**config.mk**
```make
export PLATFORM = sky130hd
export DESIGN_NAME = dsp_xor_descrambler
export DESIGN_NICKNAME = d
export VERILOG_FILES = /design/src/rtl/dsp_xor_descrambler.sv
export SDC_FILE = /design/constraint.sdc
export NUM_CORES = 1
export LEC_CHECK = 0
export CAP_MARGIN = 20
export CORE_UTILIZATION = 50
export DETAILED_ROUTE_END_ITERATION = 6
export GPL_ROUTABILITY_DRIVEN = 0
export PLACE_DENSITY = 0.77
export SKIP_LAST_GASP = 1
export SYNTH_ARGS = -nofsm -noshare
export SYNTH_HDL_FRONTEND = slang
export SYNTH_SLANG_ARGS = --single-unit
```
**constraint.sdc**
```tcl
create_clock -name clock -period 1.9 [get_ports clock]
set_input_delay 0.38 -clock clock [delete_from_list [all_inputs] [get_ports clock]]
set_output_delay 0.38 -clock clock [all_outputs]
set_load 0.005 [all_outputs]
```
**src/rtl/dsp_xor_descrambler.sv**
```systemverilog
// ----------------------------------------------------------------------------
// dsp_xor_descrambler
//
// Receive-side descrambler. Each accepted beat is XORed with the current state
// of a 48-bit Fibonacci LFSR keystream. The XOR is done in a DSP48E2 slice in
// ALU XOR mode (ALUMODE=4'b0100, OPMODE=9'b000110011: X=A:B, Z=C, no multiplier).
// The slice is described behaviourally here. Its register set is A/B/C (1 stage)
// and P (1 stage), with per-register CE and synchronous RST.
//
// Parameters
//   width  data width, 1..48
//   POLY   LFSR tap mask (default x^48+x^47+x^21+x^20+1)
//
// Ports
//   clock      in   rising-edge clock
//   reset      in   asynchronous reset, active-low
//   seed_load  in   load keystream seed (pulse), has priority over in_valid
//   seed       in   48-bit seed (zero is replaced by 48'h1)
//   in_valid   in   input beat valid
//   in_ready   out  input beat accepted when in_valid && in_ready
//   in_data    in   scrambled data
//   out_valid  out  output beat valid
//   out_ready  in   consumer ready
//   out_data   out  descrambled data (zero when out_valid is low)
//   beat_count out  completed output beats (only with DSP_XOR_DESCRAMBLER_STATS_EN)
//
// Optional feature macro: DSP_XOR_DESCRAMBLER_STATS_EN
// ----------------------------------------------------------------------------
module dsp_xor_descrambler #(
    parameter int          width = 48,
    parameter logic [47:0] POLY  = 48'hC00000180000
) (
    input  logic              clock,
    input  logic              reset,
    input  logic              seed_load,
    input  logic [47:0]       seed,
    input  logic              in_valid,
    output logic              in_ready,
    input  logic [width-1:0]  in_data,
    output logic              out_valid,
    input  logic              out_ready,
`ifdef DSP_XOR_DESCRAMBLER_STATS_EN
    output logic [width-1:0]  out_data,
    output logic [31:0]       beat_count
`else
    output logic [width-1:0]  out_data
`endif
);

    generate
        if ((width < 1) || (width > 48)) begin : g_width_check
            $error("dsp_xor_descrambler: width must be in 1..48");
        end
    endgenerate

    localparam logic [0:0] UNSEEDED = 1'b0;
    localparam logic [0:0] RUN      = 1'b1;

    // One Fibonacci LFSR step: shift left, feed back the parity of the tapped bits.
    function automatic logic [47:0] lfsr_step(input logic [47:0] k);
        return {k[46:0], ^(k & POLY)};
    endfunction

    logic [0:0]  state_r;
    logic [47:0] k_r;
    logic        v1_r;
    logic        v2_r;

    // DSP48E2 internal registers
    logic [29:0] dsp_a_r;
    logic [17:0] dsp_b_r;
    logic [47:0] dsp_c_r;
    logic [47:0] dsp_p_r;

    logic        ce_s;
    logic        in_ready_s;
    logic        accept_s;
    logic [47:0] c_ext_s;

    // Stall control, input handshake and operand zero-extension
    always_comb begin
        ce_s = (!v2_r) || out_ready;
        case (state_r)
            UNSEEDED: in_ready_s = 1'b0;
            RUN:      in_ready_s = ce_s && !seed_load;
            default:  in_ready_s = 1'b0;
        endcase
        accept_s = in_valid && in_ready_s;
        c_ext_s = 48'd0;
        c_ext_s[width-1:0] = in_data;
    end

    // FSM and keystream; a seed load overrides any keystream advance
    always_ff @(posedge clock or negedge reset) begin
        if (!reset) begin
            state_r <= UNSEEDED;
            k_r     <= 48'h1;
        end else begin
            if (seed_load) begin
                state_r <= RUN;
                k_r     <= (seed == 48'd0) ? 48'h1 : seed;
            end else if (accept_s) begin
                k_r <= lfsr_step(k_r);
            end
        end
    end

    // Valid pipeline tracking the A/B/C -> P stages; frozen while stalled
    always_ff @(posedge clock or negedge reset) begin
        if (!reset) begin
            v1_r <= 1'b0;
            v2_r <= 1'b0;
        end else if (ce_s) begin
            v1_r <= accept_s;
            v2_r <= v1_r;
        end
    end

    // DSP slice registers: synchronous RST from ~reset, CE from stall control.
    // Stale contents after reset are harmless because v1/v2 mask them.
    always_ff @(posedge clock) begin
        if (!reset) begin
            dsp_a_r <= 30'd0;
            dsp_b_r <= 18'd0;
            dsp_c_r <= 48'd0;
            dsp_p_r <= 48'd0;
        end else if (ce_s) begin
            dsp_a_r <= k_r[47:18];
            dsp_b_r <= k_r[17:0];
            dsp_c_r <= c_ext_s;
            dsp_p_r <= {dsp_a_r, dsp_b_r} ^ dsp_c_r;
        end
    end

    // Output presentation; data forced to zero when no beat is held
    always_comb begin
        in_ready  = in_ready_s;
        out_valid = v2_r;
        if (v2_r) begin
            out_data = dsp_p_r[width-1:0];
        end else begin
            out_data = '0;
        end
    end

`ifdef DSP_XOR_DESCRAMBLER_STATS_EN
    logic [31:0] beat_count_r;

    // Completed-beat counter; seed_load clear wins over a same-cycle beat
    always_ff @(posedge clock or negedge reset) begin
        if (!reset) begin
            beat_count_r <= 32'd0;
        end else if (seed_load) begin
            beat_count_r <= 32'd0;
        end else if (v2_r && out_ready) begin
            beat_count_r <= beat_count_r + 32'd1;
        end
    end

    assign beat_count = beat_count_r;
`endif

endmodule
```
---- Yosys cells after proc, flatten, opt, wreduce, memory -nomap -nowiden ----
Index checks and enable logic that the tools add are counted.
word-level totals
  word-level logic and storage cells ...... 23
  input bits .............................. 101
  register bits ........................... 195
cells by class
  muxes and demuxes ....................... 5
  reductions and logical operators ........ 8
  bitwise gates (word level) .............. 2
operators by type and width
  kind                 count
  $mux W48             4
  $logic_not A48 Y1    1
  $reduce_xor A48 Y1   1
  $xor A48 B48 Y48     1
  $logic_and A1 B1 Y1  2
  $logic_not A1 Y1     2
  $pmux W1 S2          1
  $reduce_bool A2 Y1   1
  $logic_or A1 B1 Y1   1
  $not A1 Y1           1

---- Depth between registers and ports, before layout ----
  depth after elaboration ................. 7
  gate-level depth with buffers ........... 7

---- Worst setup path after synthesis ----
No wires, ideal clock.
  kind .................................... reg-to-output
  start point ............................. register v2_r (netlist: out_valid)
  end point ............................... output in_ready
  data arrival time ....................... 1166 ps
  setup slack ............................. 354 ps
  required time ........................... 1520 ps
  cell stages (with the launch flop) ...... 7
  path buffers ............................ 3
  path through ............................ dfrtp_1 nand2b_1 buf_2 buf_2 buf_2 nand2_1 nor2_1
between the ends
  cells in the longest elaborated chain, start to end .. 4
RTL lines
  what                    RTL line  RTL
  from (decl)             67        logic v2_r;
  from (signal assigned)  115       v2_r <= v1_r;
  $logic_not A1 Y1        82        ce_s = (!v2_r) || out_ready;
  $logic_or A1 B1 Y1      82
  $logic_and A1 B1 Y1     85        RUN: in_ready_s = ce_s && !seed_load;
  $pmux W1 S2             83        case (state_r)
  to (decl)               38        output logic in_ready,
Every way passes these cells.

---- Worst setup path in the final report ----
  start point ............................. register v2_r (netlist: out_valid)
  end point ............................... output out_data[11]
between the ends
  cells in the longest elaborated chain, start to end .. 1
RTL lines
  what       RTL line  RTL
  $mux W48   139       if (v2_r) begin
  to (decl)  46        output logic [width-1:0] out_data
Every way passes these cells.

==> flow_summary.toml <==
[run_status]
outcome = "finished, violations left"
violations = "setup timing"

[global_routing]
grt_max_degree = 79
grt_pass1_vias = 6050
track_usage_pct = 21.9
gr-total-overflow = 0
antenna_found_initial = 1
grt_pass1_wl_microns = 30400

[logic_synthesis]
synthSimpleGateAreaFrac_pct = 18.0
yosysMostFrequentCell = "nand2_1"
synth_area_leaders = "dfxtp_1 (34%), dfrtp_1 (15%), nand2_1 (13%), a21boi_0 (8.6%), o211a_1 (5.7%)"
synth-xor-area-share_pct = 5.30
synth_mux_area_share_pct = 5.59
synth_compound_area_share_pct = 17.6
yosysTopAreaCellShare_pct = 34.2
synth_edf_count = 0
yosysTopAreaCell = "dfxtp_1"
synth_warnings = 0
synth_common_cells = "nand2_1 (289), dfxtp_1 (144), a21boi_0 (96), dfrtp_1 (50), xnor2_1 (50)"
syn_avg_cell_area_sq_um = 9.18
synth-main-ff-cell = "dfxtp_1"
ys_ff_latch = 195
synth_top_family_by_area = "simple AND/OR/NAND/NOR gates"
syn_nets = 1018
netlist_area_sq_mm = 0.00842
seq_area_frac_synth_pct = 49.4
yosysUniqueCellTypes = 28
syn_inst = 917
synthAdderAreaFrac_pct = 0
postSynth.asyncResetShare_pct = 26.2

[worst_setup_path]
crit_path_start_kind = "register"
arrival_ns = 1.71
r2r_slack_ns = 0.26
r2r-end = "k_r[11]"
worst_setup_path_end_kind = "output pin"
slowest_delay_ns = 0.50
critPathLaunch = "out_valid"
path_cells = "buf_4, and2_1, clkdlybuf4s50_1"
critPathSlowestCell = "clkdlybuf4s50_1"
crit_required_ns = 1.52
r2r_start = "out_valid"
crit_type = "register to output pin"
crit_fanout = 12
reg2reg_depth = 6

[detailed_routing]
wirelength_microns = 18000
vias_per_cell = 5.01
vias = 6519
drtIter0Drc = 343
drc_errors = 0
ant_nets = 0
routedWlPerCell_microns = 13.9
drt_pre_antenna_iters = 4

[sta]
slew_headroom_pct = 55.7
max_freq_mhz = 478
setup_viol = 47
finalHoldViolations = 0
layout_setup_ws_ns = -0.194
period_share_pct = 110
rsz0062_at_grt = "yes"
worst_pin_slew_ns = 0.665
finClkSkew_ns = 0.00578
fin_crit_ns = 2.09
tns_ns = -7.05
drv_slew = 0

[placed_design]
dp.cells = 1266
port_buffers = 150
place_hpwl_microns = 12500

[clock_tree]
path_clk_slew_ns = 0.07
htree_levels = 4
clk_path_buf_depth = 2
cts_tree = "built"
root_buffer = "clkbuf_16"
clock_latency_ns = 0.43
clock-sinks = 195
cts_buffers = 17

[run]
max-cap-violations = 0

[floorplan]
die-width_microns = 132
coreArea_sq_mm = 0.0165
start_util_pct = 51.0
fp.dieH_microns = 132
pin_count = 151
rows = 47
die_area_sq_mm = 0.0174

[power_and_ir_drop]
leakage_nw = 4.88
power.density_mw_per_mm2 = 937
irDropWorstVdd_uv = 623

[layout]
num_antenna_cells = 0
nets = 1168
final_cells = 1300
drive_gt1_share_pct = 8.15
area_growth_pct = 30.5

[hold_path]
hold_path.class = "input pin to async pin"
## stage by stage
stage / worst slack (ns) / area (sq um) / util (%) / hold WS (ns) / total power, W
3_5_place_dp: -0.266 / 10400 / 62.9 / 0.246 / 0.00693
5_1_grt: -0.266 / 11000 / 66.5 / 0.361 / 0.0108
4_1_cts: -0.244 / 11000 / 66.4 / 0.353 / 0.0104
3_3_place_gp: -0.302 / 10400 / 62.9 / 0.250 / 0.00686
2_1_floorplan: 0.354 / 8420 / - / 0.0844 / 0.00607
6_report: -0.194 / 11000 / 66.5 / 0.368 / 0.0103
## critical path, delay by kind of cell (launching register included)
family,cells,cell delay [ns]
AND/OR/NAND/NOR,1,0.14
buffers and inverters,2,0.70
flip-flops,1,0.44
## layout make-up
class                           instances  area [sq um]
Fill cell                            1333          5530
Clock buffer                           24           492
Sequential cell                       195          4160
Timing Repair Buffer                  201          2050
Multi-Input combinational cell        651          3930
Clock inverter                          8          76.3
Tap cell                              220           275
Inverter                                1          3.75
## cells by family after synthesis
logic type             Yosys count
AND/OR/NAND/NOR                358
multiplexers                    47
buffers and inverters           71
XOR/XNOR                        51
flip-flops                     195
AO/OA/AOI/OAI                  195
## cell usage in the layout, fill, tap and decap left out, types with 17 or more instances in the layout
master,netlist,routed
a21boi_0,96,96
and2_1,48,48
buf_4,1,36
clkbuf_16,0,17
clkdlybuf4s50_1,0,145
dfrtp_1,50,49
dfxtp_1,144,144
mux2i_1,47,47
nand2_1,289,289
o211a_1,48,48
o21ai_0,40,40
xnor2_1,50,50
## registers in the layout (all words and copies together) (netlist names)
name,flops
dsp_c_r,48
dsp_p_r,48
k_r,48
dsp_a_r,30
dsp_b_r,18
out_valid,1
state_r,1
v1_r,1
## what timing repair did
| action | 4_1_cts | 5_1_grt |
|---|---|---|
| buffers inserted | 0 | 1 |
| resized for setup | 5 | 3 |
| hold buffers | 1 | 0 |
| pin swaps | 0 | 0 |
| gates cloned | 0 | 0 |
| endpoints found under the setup margin | 50 | 50 |
| endpoints found under the hold margin | 6 | 0 |
## per-layer routing
metal	vias to the layer above	track usage [%]	share of wire [%]
li1	3349	-	-
met1	3013	30.7	49
met2	130	34.0	45
met3	25	3.61	3.5
met4	2	8.07	1.7
met5	-	0	0.067
## worst max-delay path by stage
| stage | end | slack (ns) | cells after the start |
|---|---|---|---|
| 2_1_floorplan | in_ready | 0.35 | 6 |
| 3_3_place_gp | in_ready | -0.30 | 5 |
| 3_5_place_dp | k_r[0] | -0.27 | 6 |
| 4_1_cts | out_data[8] | -0.24 | 3 |
| 5_1_grt | out_data[8] | -0.27 | 3 |
| 6_report | out_data[11] | -0.19 | 3 |
## where the power goes
part	internal, W	switching (W)
sequential	0.00461	0.000342
combinational	0.00106	0.000827
clock	0.00195	0.00151
No activity file was read; power rests on OpenSTA's default activity.
